`config.mk`:
```
export PLATFORM = sky130hd
export DESIGN_NAME = shift_sequencer
export DESIGN_NICKNAME = d
export VERILOG_FILES = /design/src/rtl/shift_sequencer_pkg.sv /design/src/rtl/shift_sequencer_step.sv /design/src/rtl/shift_sequencer.sv
export SDC_FILE = /design/constraint.sdc
export NUM_CORES = 1
export LEC_CHECK = 0
export BUFFER_PORTS_ARGS = -buffer_cell sky130_fd_sc_hd__buf_4
export CORE_UTILIZATION = 60
export CTS_CLUSTER_DIAMETER = 120
export DETAILED_ROUTE_END_ITERATION = 16
export PLACE_DENSITY = 0.83
export SYNTH_ARGS = -nofsm -noshare
export SYNTH_HDL_FRONTEND = slang
export SYNTH_HIERARCHICAL = 1
export SYNTH_SLANG_ARGS = --single-unit
```
`constraint.sdc`:
```
create_clock -name clk -period 4.7 [get_ports clk]
set_input_delay 0.235 -clock clk [delete_from_list [all_inputs] [get_ports clk]]
set_output_delay 0.235 -clock clk [all_outputs]
set_load 0.005 [all_outputs]
```
`src/rtl/shift_sequencer_pkg.sv`:
```
// Shared definitions for the shift_sequencer slice.
//   - shift_op_e  : shift-type encodings carried in shiftOperand[6:5]
//   - state_e     : sequencer FSM states
//   - field positions inside the 12-bit shiftOperand
//   - sign_extend12 helper for the load/store offset form
package shift_sequencer_pkg;

  typedef enum logic [1:0] {
    LSL = 2'b00,
    LSR = 2'b01,
    ASR = 2'b10,
    ROR = 2'b11
  } shift_op_e;

  typedef enum logic [1:0] {
    IDLE  = 2'd0,
    SHIFT = 2'd1,
    DONE  = 2'd2
  } state_e;

  // shiftOperand field positions
  localparam int unsigned AMT_MSB  = 11;  // register-form shift amount
  localparam int unsigned AMT_LSB  = 7;
  localparam int unsigned TYPE_MSB = 6;   // shift type
  localparam int unsigned TYPE_LSB = 5;
  localparam int unsigned ROT_MSB  = 11;  // immediate-form rotate field
  localparam int unsigned ROT_LSB  = 8;
  localparam int unsigned IMM8_MSB = 7;   // immediate-form 8-bit value
  localparam int unsigned IMM8_LSB = 0;

  // Width of the per-cycle step amount; holds 0..8, the largest legal STEP.
  localparam int unsigned STEP_AMT_W = 4;

  function automatic logic [31:0] sign_extend12(input logic [11:0] field);
    return {{20{field[11]}}, field};
  endfunction

endpackage

```
`src/rtl/shift_sequencer_step.sv`:
```
// shift_step_unit: combinational narrow shifter, moves a 32-bit value by
// 0..STEP positions in one cycle.
// Ports:
//   op       in   2   shift type (LSL/LSR/ASR/ROR)
//   value    in  32   value to shift
//   amount   in   4   positions to shift this cycle, 0..STEP
//   result   out 32   shifted value (value itself for amount 0)
//   last_out out  1   last bit shifted/rotated out (0 for amount 0)
module shift_step_unit
  import shift_sequencer_pkg::*;
#(
  parameter int unsigned STEP = 4
) (
  input  logic [1:0]            op,
  input  logic [31:0]           value,
  input  logic [STEP_AMT_W-1:0] amount,
  output logic [31:0]           result,
  output logic                  last_out
);

  // One constant-distance shifter per legal amount, selected by a mux;
  // keeps the logic to STEP small shifters instead of a 32-way barrel.
  always_comb begin
    result   = value;
    last_out = 1'b0;
    for (int unsigned k = 1; k <= STEP; k++) begin
      if (amount == STEP_AMT_W'(k)) begin
        case (shift_op_e'(op))
          LSL: begin
            result   = value << k;
            last_out = value[32-k];
          end
          LSR: begin
            result   = value >> k;
            last_out = value[k-1];
          end
          ASR: begin
            result   = 32'($signed(value) >>> k);
            last_out = value[k-1];
          end
          default: begin
            result   = (value >> k) | (value << (32 - k));
            last_out = value[k-1];
          end
        endcase
      end
    end
  end

endmodule

```
`src/rtl/shift_sequencer.sv`:
```
// shift_sequencer: multi-cycle generator of the second ALU operand (val2)
// from valRm and the 12-bit shift-operand field, using an iterative shifter
// of at most STEP positions per cycle.
// Optional feature macro: SHIFT_CARRY_OUT_EN adds carryIn/carryOut.
// Ports:
//   clk                in   1   rising-edge clock
//   rst_n              in   1   asynchronous active-low reset
//   startValid         in   1   operand request valid
//   startReady         out  1   sequencer idle, request can be accepted
//   valRm              in  32   register operand
//   shiftOperand       in  12   instruction bits [11:0]
//   imm                in   1   rotated 8-bit immediate form
//   memoryInstruction  in   1   load/store offset form (highest priority)
//   flush              in   1   synchronous abort to IDLE
//   resultValid        out  1   val2 valid
//   resultReady        in   1   consumer accepts val2
//   val2               out 32   generated operand
//   busy               out  1   not IDLE, used for hazard stall
//   carryIn            in   1   (SHIFT_CARRY_OUT_EN) carry sampled at accept
//   carryOut           out  1   (SHIFT_CARRY_OUT_EN) last bit shifted out
module shift_sequencer
  import shift_sequencer_pkg::*;
#(
  parameter int unsigned STEP  = 4,
  parameter int unsigned CNT_W = 6
) (
  input  logic        clk,
  input  logic        rst_n,
  input  logic        startValid,
  output logic        startReady,
  input  logic [31:0] valRm,
  input  logic [11:0] shiftOperand,
  input  logic        imm,
  input  logic        memoryInstruction,
  input  logic        flush,
  output logic        resultValid,
  input  logic        resultReady,
  output logic [31:0] val2,
  output logic        busy
`ifdef SHIFT_CARRY_OUT_EN
  ,
  input  logic        carryIn,
  output logic        carryOut
`endif
);

  state_e                  state, state_next;
  shift_op_e               op, op_next;
  logic [31:0]             working, working_next;
  logic [CNT_W-1:0]        counter, counter_next;
  logic                    load_val2;

  logic [31:0]             accept_working;
  logic [CNT_W-1:0]        accept_counter;
  shift_op_e               accept_op;

  logic [STEP_AMT_W-1:0]   step_amt;
  logic [31:0]             step_result;
  logic                    step_last;

`ifdef SHIFT_CARRY_OUT_EN
  logic                    carry, carry_next;
`endif

  // Request decode, priority memoryInstruction > imm > register shift.
  always_comb begin
    accept_working = valRm;
    accept_counter = CNT_W'(shiftOperand[AMT_MSB:AMT_LSB]);
    accept_op      = shift_op_e'(shiftOperand[TYPE_MSB:TYPE_LSB]);
    if (memoryInstruction) begin
      accept_working = sign_extend12(shiftOperand);
      accept_counter = '0;
      accept_op      = LSL;
    end else if (imm) begin
      accept_working = {24'd0, shiftOperand[IMM8_MSB:IMM8_LSB]};
      accept_counter = CNT_W'({shiftOperand[ROT_MSB:ROT_LSB], 1'b0});
      accept_op      = ROR;
    end
  end

  assign step_amt = (counter < CNT_W'(STEP)) ? STEP_AMT_W'(counter)
                                             : STEP_AMT_W'(STEP);

  shift_step_unit #(.STEP(STEP)) u_step (
    .op       (op),
    .value    (working),
    .amount   (step_amt),
    .result   (step_result),
    .last_out (step_last)
  );

  always_comb begin
    state_next   = state;
    op_next      = op;
    working_next = working;
    counter_next = counter;
    load_val2    = 1'b0;
`ifdef SHIFT_CARRY_OUT_EN
    carry_next   = carry;
`endif
    case (state)
      IDLE: begin
        if (startValid) begin
          op_next      = accept_op;
          working_next = accept_working;
          counter_next = accept_counter;
`ifdef SHIFT_CARRY_OUT_EN
          carry_next   = carryIn;
`endif
          if (accept_counter == '0) begin
            state_next = DONE;
            load_val2  = 1'b1;
          end else begin
            state_next = SHIFT;
          end
        end
      end
      SHIFT: begin
        working_next = step_result;
        counter_next = counter - CNT_W'(step_amt);
`ifdef SHIFT_CARRY_OUT_EN
        carry_next   = step_last;
`endif
        if (counter_next == '0) begin
          state_next = DONE;
          load_val2  = 1'b1;
        end
      end
      DONE: begin
        if (resultReady) state_next = IDLE;
      end
      default: state_next = IDLE;
    endcase
    // Flush wins over everything, including the final SHIFT step: val2 keeps
    // the previous result rather than picking up the aborted one.
    if (flush) begin
      state_next = IDLE;
      load_val2  = 1'b0;
    end
  end

  always_ff @(posedge clk or negedge rst_n) begin
    if (!rst_n) begin
      state   <= IDLE;
      op      <= LSL;
      working <= '0;
      counter <= '0;
      val2    <= '0;
`ifdef SHIFT_CARRY_OUT_EN
      carry   <= 1'b0;
`endif
    end else begin
      state   <= state_next;
      op      <= op_next;
      working <= working_next;
      counter <= counter_next;
      if (load_val2) val2 <= working_next;
`ifdef SHIFT_CARRY_OUT_EN
      carry   <= carry_next;
`endif
    end
  end

  assign startReady  = (state == IDLE);
  assign resultValid = (state == DONE);
  assign busy        = (state != IDLE);

`ifdef SHIFT_CARRY_OUT_EN
  assign carryOut = carry;
`else
  logic unused_step_last;
  assign unused_step_last = step_last;
`endif

endmodule

```
# == Yosys cells after proc, flatten, opt, wreduce, memory -nomap -nowiden ==
# Cells that the tools add are included.
# classes
n_eq_ne,12
reduce_logical,9
n_bitwise,4
mux,30
n_lt_le_gt_ge,1
add_sub_neg,1
# op_table
operator,n
$pmux 32 s3,4
$mux 32,7
$pmux 32 s2,1
$or 28x32->32,1
$or 29x32->32,1
$or 30x32->32,1
$or 31x32->32,1
$mux 2,7
$logic_not 6->1,2
$pmux 6 s2,1
$eq 4x2->1 const B,2
$lt 6x3->1 const B,1
$mux 6,1
$ne 3x2->1 const B,2
$pmux 2 s3,1
$sub 6x4->6,1
$mux 1,5
$mux 5,1
$eq 2x1->1 const B,2
$eq 2x2->1 const B,2
$eq 4x1->1 const B,1
$eq 4x3->1 const B,1
$logic_not 2->1,2
$mux 4,1
other kinds (6),8
# word_totals
register_bits,74
wordCells,62

# == Longest topological paths before layout ==
# depth
word_depth,8
depth_mapped,14

# == Hierarchy ==
# Netlist, hierarchy kept.
# modules_own_cells
module,cells_per_inst,seq_area_each_um2,n_inst,area_each_um2
shift_sequencer,311,1851.8,1,3385.7
shift_step_unit,377,0.0,1,2338.5

# == Worst setup path before layout ==
# Ideal clock, no wire load.
# synth_path
path_kind,register to register
start,register counter[3]
end,register val2[14]
period_less_slack_ns,3.003
arrival_ns,2.878
setup_slack_ns,1.697
path_stages_with_launch,14
path_cell_list,dfrtp_1 > buf_2 > nor4_1 > and2_1 > buf_6 > or3b_1 > buf_2 > buf_6 > nor4_2 > a31oi_1 > a31o_1 > o22ai_1 > a21oi_1 > mux2_2
# synth_via
elab_chain_len,8
elab_cells_between_ends,16
classes_between,add/sub: 1; order compare: 1; eq/ne: 4; mux: 9; reduce/logical: 1
# synth_rtl
item,line_no,rtl
start: declaration,shift_sequencer.sv:50,"logic [CNT_W-1:0] counter, counter_next;"
start signal: assignment,shift_sequencer.sv:156,counter <= counter_next;
$lt 6x3->1 (*),shift_sequencer.sv:81,assign step_amt = (counter < CNT_W'(STEP)) ? STEP_AMT_W'(counter)
$mux 4 (*),shift_sequencer.sv:81,
net step_amt[1],shift_sequencer.sv:57,logic [STEP_AMT_W-1:0] step_amt;
$eq 4x1->1,shift_sequencer_step.sv:27,if (amount == STEP_AMT_W'(k)) begin
$mux 32 (3 in a row),shift_sequencer_step.sv:27,
$mux 32 (*),shift_sequencer_step.sv:27,
net step_result[14],shift_sequencer.sv:58,logic [31:0] step_result;
$pmux 32 s2 (*),shift_sequencer.sv:101,case (state)
net working_next[14],shift_sequencer.sv:49,"logic [31:0] working, working_next;"
end signal: assignment,shift_sequencer.sv:157,if (load_val2) val2 <= working_next;
end: declaration,shift_sequencer.sv:38,"output logic [31:0] val2,"
# Mark *: on every way through the listed nets, which the timed path passes. The rest lies on a longest branch.
# A chain may end at the register's enable or synchronous reset.

# == Worst setup path after layout ==
# layout_path
start,register counter[3]
end,register val2[3]
# The elaborated chain is that of the path after synthesis.

==> flow_summary.yaml <==
die:
  ios: 86
  core_um2: 9200
  die_area_um2: 9850
  die_y_um: 99.2
  placementRows: 35
  chipWidth_um: 99.2
  start_util_pct: 61.7
clock_tree:
  cts-htree-levels: 3
  clk_pin_slew_ns: 0.08
  clk_latency_ns: 0.36
  cts_tree: "built"
  post_cts_buffers: 0
  numCtsBuffers: 9
  ctsHoldBuffers: 0
  cts_sinks: 74
  cts-root-buf: "clkbuf_8"
  cts.repair.resized: 0
  cts.path.max_buffers: 2
critical_path:
  cp_max_fo: 25
  worst_setup_path_end_kind: "flip-flop"
  crit_path_cell_trace: "nor4_1 > and2_1 > or3b_1 > buf_4 > o21ai_0 > a31oi_1 > o31a_1 > o32ai_1 > a21oi_1 > mux2_2"
  startpoint_type: "flip-flop"
  worstSetupPathDepth: 10
  r2r_cells: 10
  slowest_stage: "or3b_1"
  worst-setup-path-type: "reg2reg"
  cpLargestDelayFamily: "simple AND/OR/NAND/NOR gates"
  cp_data_arrival_time_ns: 4.08
  crit_required_ns: 4.94
  crit_buf_inv: 1
  critPathMaxStageDelay_ns: 0.82
timing:
  finalSetupViolations: 0
  hold_violations: 2
  finClkSkew_ns: 0.0141
  rsz0062_at_grt: "false"
  fin_crit_sh_pct: 81.8
  tightest_slew_ns: 1.12
  slew_viol_final: 0
  setup_tns_ns: 0
  slew_headroom_pct: 25.5
  maxClockFrequency_mhz: 260
  hold_ws_ns: -0.00145
  period_minus_slack_ns: 3.84
cells_and_area:
  final_common_cell: "buf_4"
  diodes: 0
  final_cell_mix: "buf_4 (100), a21oi_1 (77), dfrtp_1 (74)"
  drive_gt1_share_pct: 25.5
  nets: 777
  syn2layout_area_growth_pct: 13.3
pwr:
  peakVddDrop_mv: 0.352
  intPower_mw: 1.85
  combPwrFrac_pct: 48.2
  p_leak_nw: 2.61
  power_switching_mw: 1.37
  powerDensity_nw_per_um2: 502
  p_seq_share_pct: 35.3
  clkPwrFrac_pct: 16.4
  p_sw_share_pct: 42.6
synthesis:
  synthesis.area_um2: 5670
  synth_cells: 680
  yosysWarnings: 6
  syn-num-nets: 732
  syn_avg_cell_area_um2: 8.34
placement:
  globalplace.congestion: 0.964
  port_buffers: 85
  hpwl_um: 12500
global_routing:
  grt_pass1_vias: 5458
  grt-ovfl-total: 0
  grt_pass1_wl_um: 29100
  antenna_found_initial: 0
  grt.total_usage_pct: 37.6
  grt_max_degree: 75
drt:
  drt-initial-drc-count: 745
  drtAntennaViolNets: 0
  post_drt_wl_per_cell_um: 21.8
  num_vias: 5853
  drtPass1Iterations: 5
  via_per_inst: 6.96
  drc: 0
  wirelength_um: 18300
run:
  maxCapViolCount: 0
hold_path:
  hp-class: "in2async"
outcome:
  status: "complete, but fails checks"
  violations: "negative hold slack"
[metal layers]
layer | GRT usage, % | vias up | wire (um)
met1 | 55.6 | 2754 | 8060
met4 | 11.1 | 0 | 302
li1 | - | 2644 | -
met5 | 0 | - | 0
met2 | 56.5 | 415 | 8040
met3 | 6.11 | 40 | 1930
[through the flow]
step | power [mW] | worst slack, ns | cells | util [%] | instance area (um2)
after floorplan | 2.06 | 1.71 | 680 | - | 5670
after global placement | 2.61 | 1.08 | 825 | 67.7 | 6230
after detailed placement | 2.65 | 0.972 | 825 | 67.7 | 6230
after CTS | 3.18 | 0.950 | 841 | 69.9 | 6430
after global routing | 3.41 | 0.664 | 841 | 69.9 | 6430
final | 3.22 | 0.855 | 841 | 69.9 | 6430
[registers in the layout, summed over array words and instances, names as in the netlist]
name,flops
counter,6
state,2
working,32
op,2
val2,32
[path summary, 6_finish.rpt]
kind,slack [ns],start,end
max in group asynchronous,4.09,rst_n,working[27]
min in group clk,0.06,flush,state[1]
setup / recovery,0.86,counter[3],val2[3]
hold reg to reg,0.50,val2[29],val2[29]
setup reg to reg,0.86,counter[3],val2[3]
hold / removal,-0.001,rst_n,counter[2]
[area by class of cell]
class / count / area, um2
timing repair buffer: 100 / 751
clock inverter: 6 / 71.3
inverter: 7 / 26.3
clock buffer: 10 / 128
sequential: 74 / 1850
multi-input combinational: 533 / 3460
tap: 111 / 139
fill: 751 / 2770
[power by group through the flow]
stage               logic [mW]  clock network [mW]  registers (mW)
floorplan                 1.02                   0            1.04
global placement          1.49                   0            1.12
detailed placement        1.51                   0            1.13
CTS                       1.52               0.536            1.12
global route              1.68               0.560            1.17
finish                    1.55               0.530            1.14
No activity file was read; power rests on OpenSTA's default activity.
